### src/rtl/irq_trap_ctrl.sv
// ============================================================================
// Module   : irq_trap_ctrl
// Brief    : Edge-captured, masked, fixed-priority interrupt sequencer with a
//            non-nesting trap handshake (req -> ack -> mret) and mcause output.
// Revision : 1.0
// ============================================================================
`default_nettype none

module irq_trap_ctrl #(
    parameter int                   NUM_SRC    = 8,
    parameter logic [NUM_SRC-1:0]   MASK_RESET = 8'h01,
    parameter logic [31:0]          CAUSE_BASE = 32'h80000010,
    localparam int                  ID_W       = (NUM_SRC > 1) ? $clog2(NUM_SRC) : 1
) (
    input  logic               clock,
    input  logic               reset,
    input  logic [NUM_SRC-1:0] irq_src,
    input  logic               global_en,
    input  logic               mask_w_en,
    input  logic [NUM_SRC-1:0] mask_w_data,
    input  logic               int_ack,
    input  logic               ret,
    output logic               int_req,
    output logic [ID_W-1:0]    int_id,
    output logic [31:0]        int_cause,
    output logic [NUM_SRC-1:0] pending,
    output logic [NUM_SRC-1:0] mask,
    output logic               busy
);

    typedef enum logic [1:0] {
        IDLE    = 2'd0,
        REQ     = 2'd1,
        SERVICE = 2'd2
    } state_t;

    state_t             state;
    state_t             state_next;
    logic [NUM_SRC-1:0] prev;
    logic [ID_W-1:0]    sel_id;
    logic [NUM_SRC-1:0] rise;
    logic [NUM_SRC-1:0] eligible;
    logic [NUM_SRC-1:0] clr;
    logic [ID_W-1:0]    win_id;
    logic               load_sel;

    assign rise     = irq_src & ~prev;
    assign eligible = pending & mask;

    // Scan from the top so the lowest eligible index is the last to win.
    always_comb begin
        win_id = '0;
        for (int i = NUM_SRC - 1; i >= 0; i--) begin
            if (eligible[i]) begin
                win_id = ID_W'(i);
            end
        end
    end

    always_comb begin
        state_next = state;
        clr        = '0;
        load_sel   = 1'b0;
        case (state)
            IDLE: begin
                if (global_en && (|eligible)) begin
                    load_sel   = 1'b1;
                    state_next = REQ;
                end
            end
            REQ: begin
                if (int_ack) begin
                    clr        = NUM_SRC'(1) << sel_id;
                    state_next = SERVICE;
                end else if (!global_en) begin
                    state_next = IDLE;
                end
            end
            SERVICE: begin
                if (ret) begin
                    state_next = IDLE;
                end
            end
            default: state_next = IDLE;
        endcase
    end

    always_ff @(posedge clock or posedge reset) begin
        if (reset) begin
            state   <= IDLE;
            prev    <= '0;
            pending <= '0;
            mask    <= MASK_RESET;
            sel_id  <= '0;
        end else begin
            state   <= state_next;
            prev    <= irq_src;
            // A fresh edge outranks the acknowledge clear on the same bit.
            pending <= (pending & ~clr) | rise;
            if (mask_w_en) begin
                mask <= mask_w_data;
            end
            if (load_sel) begin
                sel_id <= win_id;
            end
        end
    end

    assign int_req   = (state == REQ);
    assign busy      = (state != IDLE);
    assign int_id    = sel_id;
    assign int_cause = CAUSE_BASE + {{(32 - ID_W){1'b0}}, sel_id};

endmodule

`default_nettype wire

### config.mk
export PLATFORM = sky130hd
export DESIGN_NAME = irq_trap_ctrl
export DESIGN_NICKNAME = d
export VERILOG_FILES = /design/src/rtl/irq_trap_ctrl.sv
export SDC_FILE = /design/constraint.sdc
export NUM_CORES = 1
export LEC_CHECK = 0
export BUFFER_PORTS_ARGS = -buffer_cell sky130_fd_sc_hd__buf_2
export CAP_MARGIN = 20
export CORE_UTILIZATION = 48
export CTS_BUF_LIST = sky130_fd_sc_hd__clkbuf_4 sky130_fd_sc_hd__clkbuf_8 sky130_fd_sc_hd__clkbuf_16
export DETAILED_ROUTE_END_ITERATION = 16
export PLACE_DENSITY_LB_ADDON = 0.25
export SLEW_MARGIN = 10
export SYNTH_ARGS = -nofsm -noshare
export SYNTH_HDL_FRONTEND = slang
export SYNTH_SLANG_ARGS = --single-unit
### constraint.sdc
create_clock -name clock -period 3.8 [get_ports clock]
set_input_delay 0.57 -clock clock [delete_from_list [all_inputs] [get_ports clock]]
set_output_delay 0.57 -clock clock [all_outputs]
set_load 0.03 [all_outputs]
==> results of run 1 <==
==> flip-flops by register name (all words and copies together), names as in the netlist <==
signal	cells
int_id	3
mask	8
pending	8
prev	8
state	2
==> cell usage after synthesis (all sizes together) <==
library cell | count | area (sq um)
dfrtp | 28 | 701
conb | 2 | 7.51
o31ai | 2 | 15.0
o2bb2ai | 1 | 8.76
nand3b | 2 | 15.0
dfstp | 1 | 26.3
nand2b | 2 | 12.5
nor2 | 2 | 15.0
a21oi | 4 | 20.0
mux2 | 9 | 105
a32o | 1 | 10.0
and2b | 1 | 7.51
a32oi | 1 | 8.76
or2 | 1 | 8.76
inv | 11 | 41.3
a22oi | 4 | 30.0
o21ai | 16 | 83.8
clkbuf | 1 | 3.75
a22o | 1 | 8.76
nand3 | 2 | 10.0
buf | 32 | 240
nand2 | 9 | 33.8
==> how the worst min path moves through the flow <==
stage,endpoint,slack [ns],depth (start not counted)
after floorplan,pending[0],0.40,1
final,pending[1],0.18,2
after global placement,pending[3],0.40,1
after detailed placement,pending[5],0.41,1
after global routing,pending[1],0.18,2
after CTS,prev[3],0.34,1
==> power by group through the flow <==
| stage | Combinational, uW | Clock [uW] | Sequential (uW) |
|---|---|---|---|
| 2_1_floorplan | 250 | 0 | 497 |
| 4_1_cts | 390 | 197 | 421 |
| 3_5_place_dp | 389 | 0 | 426 |
| 3_3_place_gp | 386 | 0 | 422 |
| 5_1_grt | 422 | 209 | 434 |
| 6_report | 389 | 191 | 421 |
==> per-stage QoR <==
step                setup WS, ns  total power (uW)  hold slack (ns)  cells
floorplan                   2.34               746            0.400    160
global placement            2.29               807            0.403    203
detailed placement          2.26               815            0.406    203
CTS                         2.01              1010            0.342    210
global route                1.95              1060            0.182    211
finish                      2.02              1000            0.176    211
==> final cells by class <==
cell class | count | share of cell area (%)
flip-flops and latches | 29 | 44.9
repair buffers | 46 | 15.6
well taps | 31 | 2.39
multi-input cells | 87 | 31.0
clock buffers | 7 | 3.63
inverters | 11 | 2.55
==> critical path, stage by stage, from the launching register on <==
cell and delay, ns:
dfrtp_1 0.39, and2b_1 0.27, buf_2 0.22
==> metal layers <==
layer	vias to the layer above	part of all wire, %	track usage, %
met5	-	0	0
met4	0	1.5	6.27
met3	4	7.4	8.06
met2	52	50	30.4
met1	466	41	20.2
li1	483	-	-
==> kinds of logic (layout without fill, tap and decap cells) <==
logic type             count (synthesis)  count (layout)  share of synthesized area (%)
flip-flops                            29              29                           51.5
other                                  2              29                          0.532
multiplexers                           9               9                           7.44
AO/OA/AOI/OAI                         30              30                           13.1
AND/OR/NAND/NOR                       19              19                           7.26
buffers and inverters                 44              64                           20.2
==> results.md, run 1 <==
- Most frequent cells in the layout: 45 x buf_2, 29 x conb_1, 28 x dfrtp_1
- Core Footprint: 2780 sq um
- Psw: 426 uW
- Root buffer cell: clkbuf_4
- Final net count: a little over 200
- Endpoints failing hold: 0
- Placed instance area: between 1500 and 2000 sq um
- Initial Util: 50.8%
- Rows: 19
- # IOs: 75
- Layout Cell Area excl Fill: 1620 sq um
- Synth Instances: ~130
- Die width: 56.3 um
- First drt pass iteration count: 4
- Clock tree buffer depth: 2
- Area delta synth->final: 14.7%
- Final Max Tran Viols: 0
- Hold Crit Class: in2async
- Worst R2R Path Depth: 4
- PwrDens: about 600 nW/um^2
- FF+latch area: 727 sq um
- TNS Setup: 0 ns
- Multi-input logic area: 502 sq um
- Setup Fix Bufs, Post-CTS: 0
- Switching share of power: a little over two fifths
- CP max FO: 5
- First-pass GRT wire length: 4170 um
- Clock Latency Late Sink: 0.33 ns
- Post-DP HPWL: roughly 1900 um
- Critical R2R Capture: int_id[0]
- Die area: 3160 sq um
- CTS tree: yes
- Worst Setup SP: state[1]
- DR iter-0 viols: 18
- Die H: about 56 um
- Crit Path Class: reg2out
- Total GRT Usage: between 10% and 20%
- Vias in the first global route: 943
- FF-to-FF Start: mask[2]
- Leak: roughly 0.00082 uW
- Max_cap viols: 0
- FMAX: 561 MHz
- Tmin final: 1.78 ns
- Placer Congestion: roughly 0.77
- Total grt overflow: 0
- Mapped Area: between 1000 and 1500 sq um
- Port Buffers: 45
- Fin crit share: between 40% and 50%
- CP endpoint kind: output port
- Worst Setup EP: int_req
- WP data required: 3.23 ns
- Average instance area after synthesis: 10.6 sq um
- Internal: 575 uW
- RSZ-0062 raised after global routing: false
- Antenna violations before repair: 0
- Fill cells: 257
- Peak supply drop: 0.000392 V
- CP startpoint kind: register
- Hold Buf Count CTS: 0
- Clock share of power: 19.1%
- Endpoints failing setup: 0
- Yosys cell types: 25
- Diodes inserted: 0
- Clock transition at path regs: roughly 0.080 ns
- Avg WL per Cell: ~11 um
- Most common cell after layout, fill and taps aside: buf_2
- Final core utilization: 58.3%
- Seq cells post-synth: 29
- DR vias/cell: between 4 and 5
- Reg2Reg Setup Slack: 2.36 ns
- Resize count post-CTS: 0
- Via count: 1005
- Seq pwr share: 42.1%
- Arr. time, crit path: approximately 1.2 ns
- WL final: 2410 um
- Fin Clk Skew: just under 0.004 ns
- Sequential share of the synthesized area: 51.5%
- Ys Warns: 0
- Combinational share of power: 38.9%
- Layout cells sized above 1: 36.7%
- Status: finished, final reports clean
- Antenna-violating nets left: 0
- Largest net degree at the start of global routing: 30
- CTS Buf Count: 5
- Clk sinks: 29
- # DRC: 0
- CTS H-tree lvls: 2
Note: power is estimated with default switching activity, not from simulation.
==> inputs of run 2 (changes only) <==
--- a/config.mk
+++ b/config.mk
@@ -5,9 +5,10 @@
 export SDC_FILE = /design/constraint.sdc
 export NUM_CORES = 1
 export LEC_CHECK = 0
+export ABC_AREA = 1
 export BUFFER_PORTS_ARGS = -buffer_cell sky130_fd_sc_hd__buf_2
 export CAP_MARGIN = 20
-export CORE_UTILIZATION = 48
+export CORE_UTILIZATION = 45
 export CTS_BUF_LIST = sky130_fd_sc_hd__clkbuf_4 sky130_fd_sc_hd__clkbuf_8 sky130_fd_sc_hd__clkbuf_16
 export DETAILED_ROUTE_END_ITERATION = 16
 export PLACE_DENSITY_LB_ADDON = 0.25
==> constraint.sdc (replaced) <==
create_clock -name clock -period 1.7 [get_ports clock]
set_input_delay 0.255 -clock clock [delete_from_list [all_inputs] [get_ports clock]]
set_output_delay 0.255 -clock clock [all_outputs]
set_load 0.03 [all_outputs]
==> results.md, run 2 <==
- Synth Area in Simple Gates: 11.3%
- Yosys cell types: 22
- RSZ-0062 raised after global routing: false
- Arr. time, crit path: approximately 1.1 ns
- Asr flop ratio synth: 100%
- # IOs: 75
- Adder-Cell Fraction of Synth Area: 0%
- Largest family of logic cells by synthesized area: buffers and inverters
- Initial Util: 47.4%
- Worst Hold Launch: irq_src[7]
- Total grt overflow: 0
- Xor and xnor fraction of the mapped netlist area: 0%
- Vias in the first global route: 947
- CTS tree: yes
- Multi-input logic area: about 500 sq um
- Endpoints failing hold: 0
- First drt pass iteration count: 4
- Clock transition at path regs: roughly 0.08 ns
- CP max FO: 4
- Layout cells sized above 1: 38.4%
- Fin crit share: 80.2%
- Root buffer cell: clkbuf_4
- Antenna violations before repair: 0
- Status: finished, final reports clean
- Largest net degree at the start of global routing: 30
- Hold path depth: 1
- First-pass GRT wire length: a little over 4000 um
- Endpoints failing setup: 0
- Placer Congestion: 0.772
- FMAX: 734 MHz
- Largest area contributor in the netlist: dfrtp_1
- DR vias/cell: 4.17
- Biggest regs: mask: 8 flops, pending: 8 flops, prev: 8 flops
- Compound-Gate Fraction of Synth Area: 9.85%
- FF-to-FF Start: state[1]
- Synth Instances: 150
- Post-synth EDFFs: 0
- Fill cells: 299
- Tmin final: roughly 1.4 ns
- CTS H-tree lvls: 2
- # DRC: 0
- Port Buffers: 45
- Worst Hold End: prev[7]
- Setup Fix Bufs, Post-CTS: 0
- Antenna-violating nets left: 0
- Synth top area cells: dfrtp_1 48%, buf_4 17%, mux2_2 6.2%
- Cell with the most instances after synthesis: buf_4
- WP data required: 1.44 ns
- DR top layer: met4
- Area delta synth->final: 14.7%
- Seq cells post-synth: 29
- Hold Slack: 0.0556 ns
- Clock tree buffer depth: 2
- Total GRT Usage: 16.5%
- Sequential share of the synthesized area: 50.2%
- Reg2Reg Setup Slack: 0.47 ns
- Leading cell types by count after synthesis: 32 x buf_4, 28 x dfrtp_1, 24 x nand2_1
- Clock Latency Late Sink: 0.31 ns
- WL final: 2470 um
- Critical R2R Capture: pending[3]
- Most common cell after layout, fill and taps aside: buf_2
- CTS Buf Count: 5
- Via count: approximately 1000
- Final Max Tran Viols: 0
- Clk sinks: 29
- FF+latch area: 727 sq um
- TNS Setup: 0 ns
- Avg WL per Cell: between 10 and 15 um
- Hold Crit Class: in2reg
- Post-DP HPWL: 2020 um
- Rows: 20
- PwrDens: 1470 nW/um^2
- Average instance area after synthesis: 9.65 sq um
- Leak: around 0.00089 uW
- Peak supply drop: between 0.0008 and 0.0009 V
- Synth Flop Type: dfrtp_1
- CP startpoint kind: register
- Die width: between 50 and 60 um
- Ys Warns: 0
- CP endpoint kind: output port
- Final net count: 220
- Mux cell area share after synthesis: 6.22%
- Core Footprint: 3050 sq um
- DR iter-0 viols: 21
- Mapped Area: ~1400 sq um
- Max_cap viols: 0
- Die H: 58.7 um
- Routed wl met3: about 190 um
- Met2 Routed Length: ~1200 um
- Yosys top cell area share: 48.4%
- Most frequent cells in the layout: 45 x buf_2, 29 x conb_1, 28 x dfrtp_1
- Wl on met1: 1020 um
- Crit Path Class: reg2out
- Die area: 3450 sq um
- Fin Clk Skew: 0.00402 ns
- Diodes inserted: 0
- Worst R2R Path Depth: 6
run 2: metrics by stage:
stage | utilization [%] | cells | setup WS, ns | total power [uW] | cell area [sq um]
4_1_cts | 54.4 | 242 | 0.324 | 2480 | 1660
5_1_grt | 54.4 | 242 | 0.266 | 2610 | 1660
6_report | 54.4 | 242 | 0.337 | 2450 | 1660
3_3_place_gp | 52.1 | 234 | 0.573 | 2030 | 1590
2_1_floorplan | - | 177 | 0.470 | 1860 | 1550
3_5_place_dp | 52.1 | 234 | 0.509 | 2050 | 1590
run 2: power breakdown:
part           leakage, uW  switching, uW  internal, uW  total, uW
Clock            0.0000348            205           211        416
Combinational     0.000530            772           308       1080
Sequential        0.000321            124           826        950
run 2: cell type report:
class,count,share of cell area [%]
timing repair buffer,47,14.6
inverter,19,4.30
tap,44,3.32
multi-input combinational,96,30.4
clock buffer,7,3.54
sequential,29,43.8
run 2: what timing repair did:
item / 4_1_cts / 5_1_grt
hold buffers: 1 / 0
resized for setup: 0 / 0
endpoints found under the hold margin: 28 / 0
run 2: how the worst max path moves through the flow:
stage / end / depth (start not counted) / start
after floorplan: int_id[1] / 6 / mask[0]
after global placement: int_id[1] / 6 / mask[0]
after detailed placement: pending[3] / 6 / state[1]
after CTS: int_req / 4 / state[1]
after global routing: int_req / 4 / state[1]
final: int_req / 4 / state[1]
run 2: routing by layer:
layer,vias up,global-route usage [%]
met1,457,18.9
met2,44,27.3
met4,0,8.16
met3,6,5.71
met5,-,0
li1,503,-
run 2: cell families after synthesis:
family / Yosys count
AOI/OAI and AO/OA: 25
buffers and inverters: 52
DFF: 29
muxes: 8
other: 2
and+or+nand+nor: 34
run 2: critical path, cell delays in order (launching register included):
cell	delay, ns
dfrtp_1	0.40
inv_2	0.09
nand2_2	0.08
inv_1	0.05
buf_2	0.18
==> inputs of run 3 (changes only) <==
--- a/config.mk
+++ b/config.mk
@@ -5,10 +5,10 @@
 export SDC_FILE = /design/constraint.sdc
 export NUM_CORES = 1
 export LEC_CHECK = 0
-export ABC_AREA = 1
+export ABC_AREA = 0
 export BUFFER_PORTS_ARGS = -buffer_cell sky130_fd_sc_hd__buf_2
 export CAP_MARGIN = 20
-export CORE_UTILIZATION = 45
+export CORE_UTILIZATION = 40
 export CTS_BUF_LIST = sky130_fd_sc_hd__clkbuf_4 sky130_fd_sc_hd__clkbuf_8 sky130_fd_sc_hd__clkbuf_16
 export DETAILED_ROUTE_END_ITERATION = 16
 export PLACE_DENSITY_LB_ADDON = 0.25
==> constraint.sdc (replaced) <==
create_clock -name clock -period 1.1 [get_ports clock]
set_input_delay 0.165 -clock clock [delete_from_list [all_inputs] [get_ports clock]]
set_output_delay 0.165 -clock clock [all_outputs]
set_load 0.03 [all_outputs]
==> results.md, run 3 (synthesis results as in run 1) <==
- Status: finished with violations
- Failing checks: negative setup slack
- DR vias/cell: 4.36
- Worst Setup EP: int_req
- Fin crit share: 127%
- Largest net degree at the start of global routing: 30
- FF-to-FF Start: pending[1]
- Final Max Tran Viols: 0
- First drt pass iteration count: 5
- Tmin final: 1.40 ns
- Port Buffers: 45
- Max_cap viols: 0
- Final net count: 244
- CP max FO: 3
- TNS Setup: -3.75 ns
- Most frequent cells in the layout: 45 x buf_6, 29 x conb_1, 21 x buf_2
- Seq pwr share: 29.7%
- Die area: 3770 sq um
- Peak supply drop: about 0.0014 V
- Antenna violations before repair: 0
- Most common cell after layout, fill and taps aside: buf_6
- Diodes inserted: 0
- Leak: 0.00110 uW
- Switching share of power: a little under two fifths
- WP data required: ~0.94 ns
- Psw: 1820 uW
- CTS tree: yes
- Endpoints failing setup: 36
- Biggest regs: mask: 8 flops, pending: 8 flops, prev: 8 flops
- Clock transition at path regs: 0.09 ns
- Via count: 1173
- DR iter-0 viols: 9
- Antenna-violating nets left: 0
- Crit Path Class: reg2out
- Clock tree buffer depth: 2
- CP endpoint kind: output port
- CTS H-tree lvls: 2
- Initial Util: a little over two fifths
- Area delta synth->final: 62.7%
- Die width: 61.4 um
- WL final: ~3300 um
- Clock Latency Late Sink: 0.33 ns
- Final Non-Filler Cells: 269
- Combinational share of power: 50.8%
- Post-DP HPWL: 2270 um
- Total grt overflow: 0
- First-pass GRT wire length: between 4000 and 5000 um
- CTS Buf Count: 5
- Die H: between 60 and 70 um
- # DRC: 0
- Internal: 3010 uW
- Clk sinks: 29
- Worst Setup SP: state[1]
- Vias in the first global route: 1112
- Reg2Reg Setup Slack: -0.30 ns
- Layout cells sized above 1: 57.0%
- Hold Slack: 0.0599 ns
- CP startpoint kind: register
- Avg WL per Cell: 12.4 um
- PwrDens: 2100 nW/um^2
- Critical R2R Capture: int_id[0]
- Hold Crit Class: in2reg
- Root buffer cell: clkbuf_4
- Placed Cells: 242
- Placer Congestion: 0.803
- Endpoints failing hold: 0
- Worst R2R Path Depth: 4
- # IOs: 75
- Total GRT Usage: 19.4%
- Fin Clk Skew: 0.0108 ns
- Clock share of power: 19.5%
- FMAX: 715 MHz
- Rows: 21
- Arr. time, crit path: 1.23 ns
- Core Footprint: ~3400 sq um
- RSZ-0062 raised after global routing: true
- Setup ws final: -0.298 ns
## run 3: cell count changes in the layout (fill, tap and decap cells not counted), moves of 6 or more
cell / change
dfrtp_2: +15
inv_1: -6
buf_4: +12
dlygate4sd3_1: +8
nand2_1: -16
o21ai_1: +10
buf_2: -24
dfrtp_1: -15
buf_6: +45
o21ai_0: -14
## run 3: what timing repair did
action,in CTS,in global routing
hold buffers,9,0
endpoints found under the setup margin,36,36
setup buffers,8,6
pin swaps,7,7
resized for setup,76,7
endpoints found under the hold margin,36,0
## run 3: worst min path at each step
stage,endpoint,startpoint,cells after the start
floorplan,prev[0],irq_src[0],0
global placement,prev[7],reset,3
detailed placement,prev[7],reset,3
CTS,mask[0],mask_w_data[0],2
global route,mask[4],mask_w_data[4],2
finish,mask[4],mask_w_data[4],2
## run 3: area by class of cell
cell class	instances	area (sq um)
multi-input cells	87	566
fillers	268	1060
flip-flops and latches	29	746
well taps	46	57.6
clock buffers	7	58.8
inverters	11	41.3
clock inverters	1	30.0
repair buffers	88	800
## run 3: critical path, cell delays in order, from the launching register on
cell	delay (ns)
dfrtp_1	0.41
and2b_4	0.27
buf_6	0.10
buf_6	0.12
## run 3: routing by layer
layer	track usage [%]	part of all wire, %
met1	22.7	41
met2	33.1	51
met3	4.41	6.1
met4	10.5	1.3
met5	0	0
## run 3: stage by stage
step           worst slack, ns  instance area, sq um  power [uW]  utilization [%]
6_report                -0.298                  2300        4830             68.3
2_1_floorplan           -0.268                  1550        2650                -
3_3_place_gp            -0.195                  1770        3110             52.7
4_1_cts                 -0.304                  2250        4750             67.0
5_1_grt                 -0.339                  2300        5060             68.3
3_5_place_dp            -0.272                  1770        3140             52.7
## run 3: power groups by stage
stage / combinational (uW) / clock [uW] / sequential (uW)
global placement: 1700 / 0 / 1410
CTS: 2360 / 963 / 1430
global route: 2600 / 998 / 1460
floorplan: 901 / 0 / 1750
finish: 2460 / 943 / 1430
detailed placement: 1720 / 0 / 1430
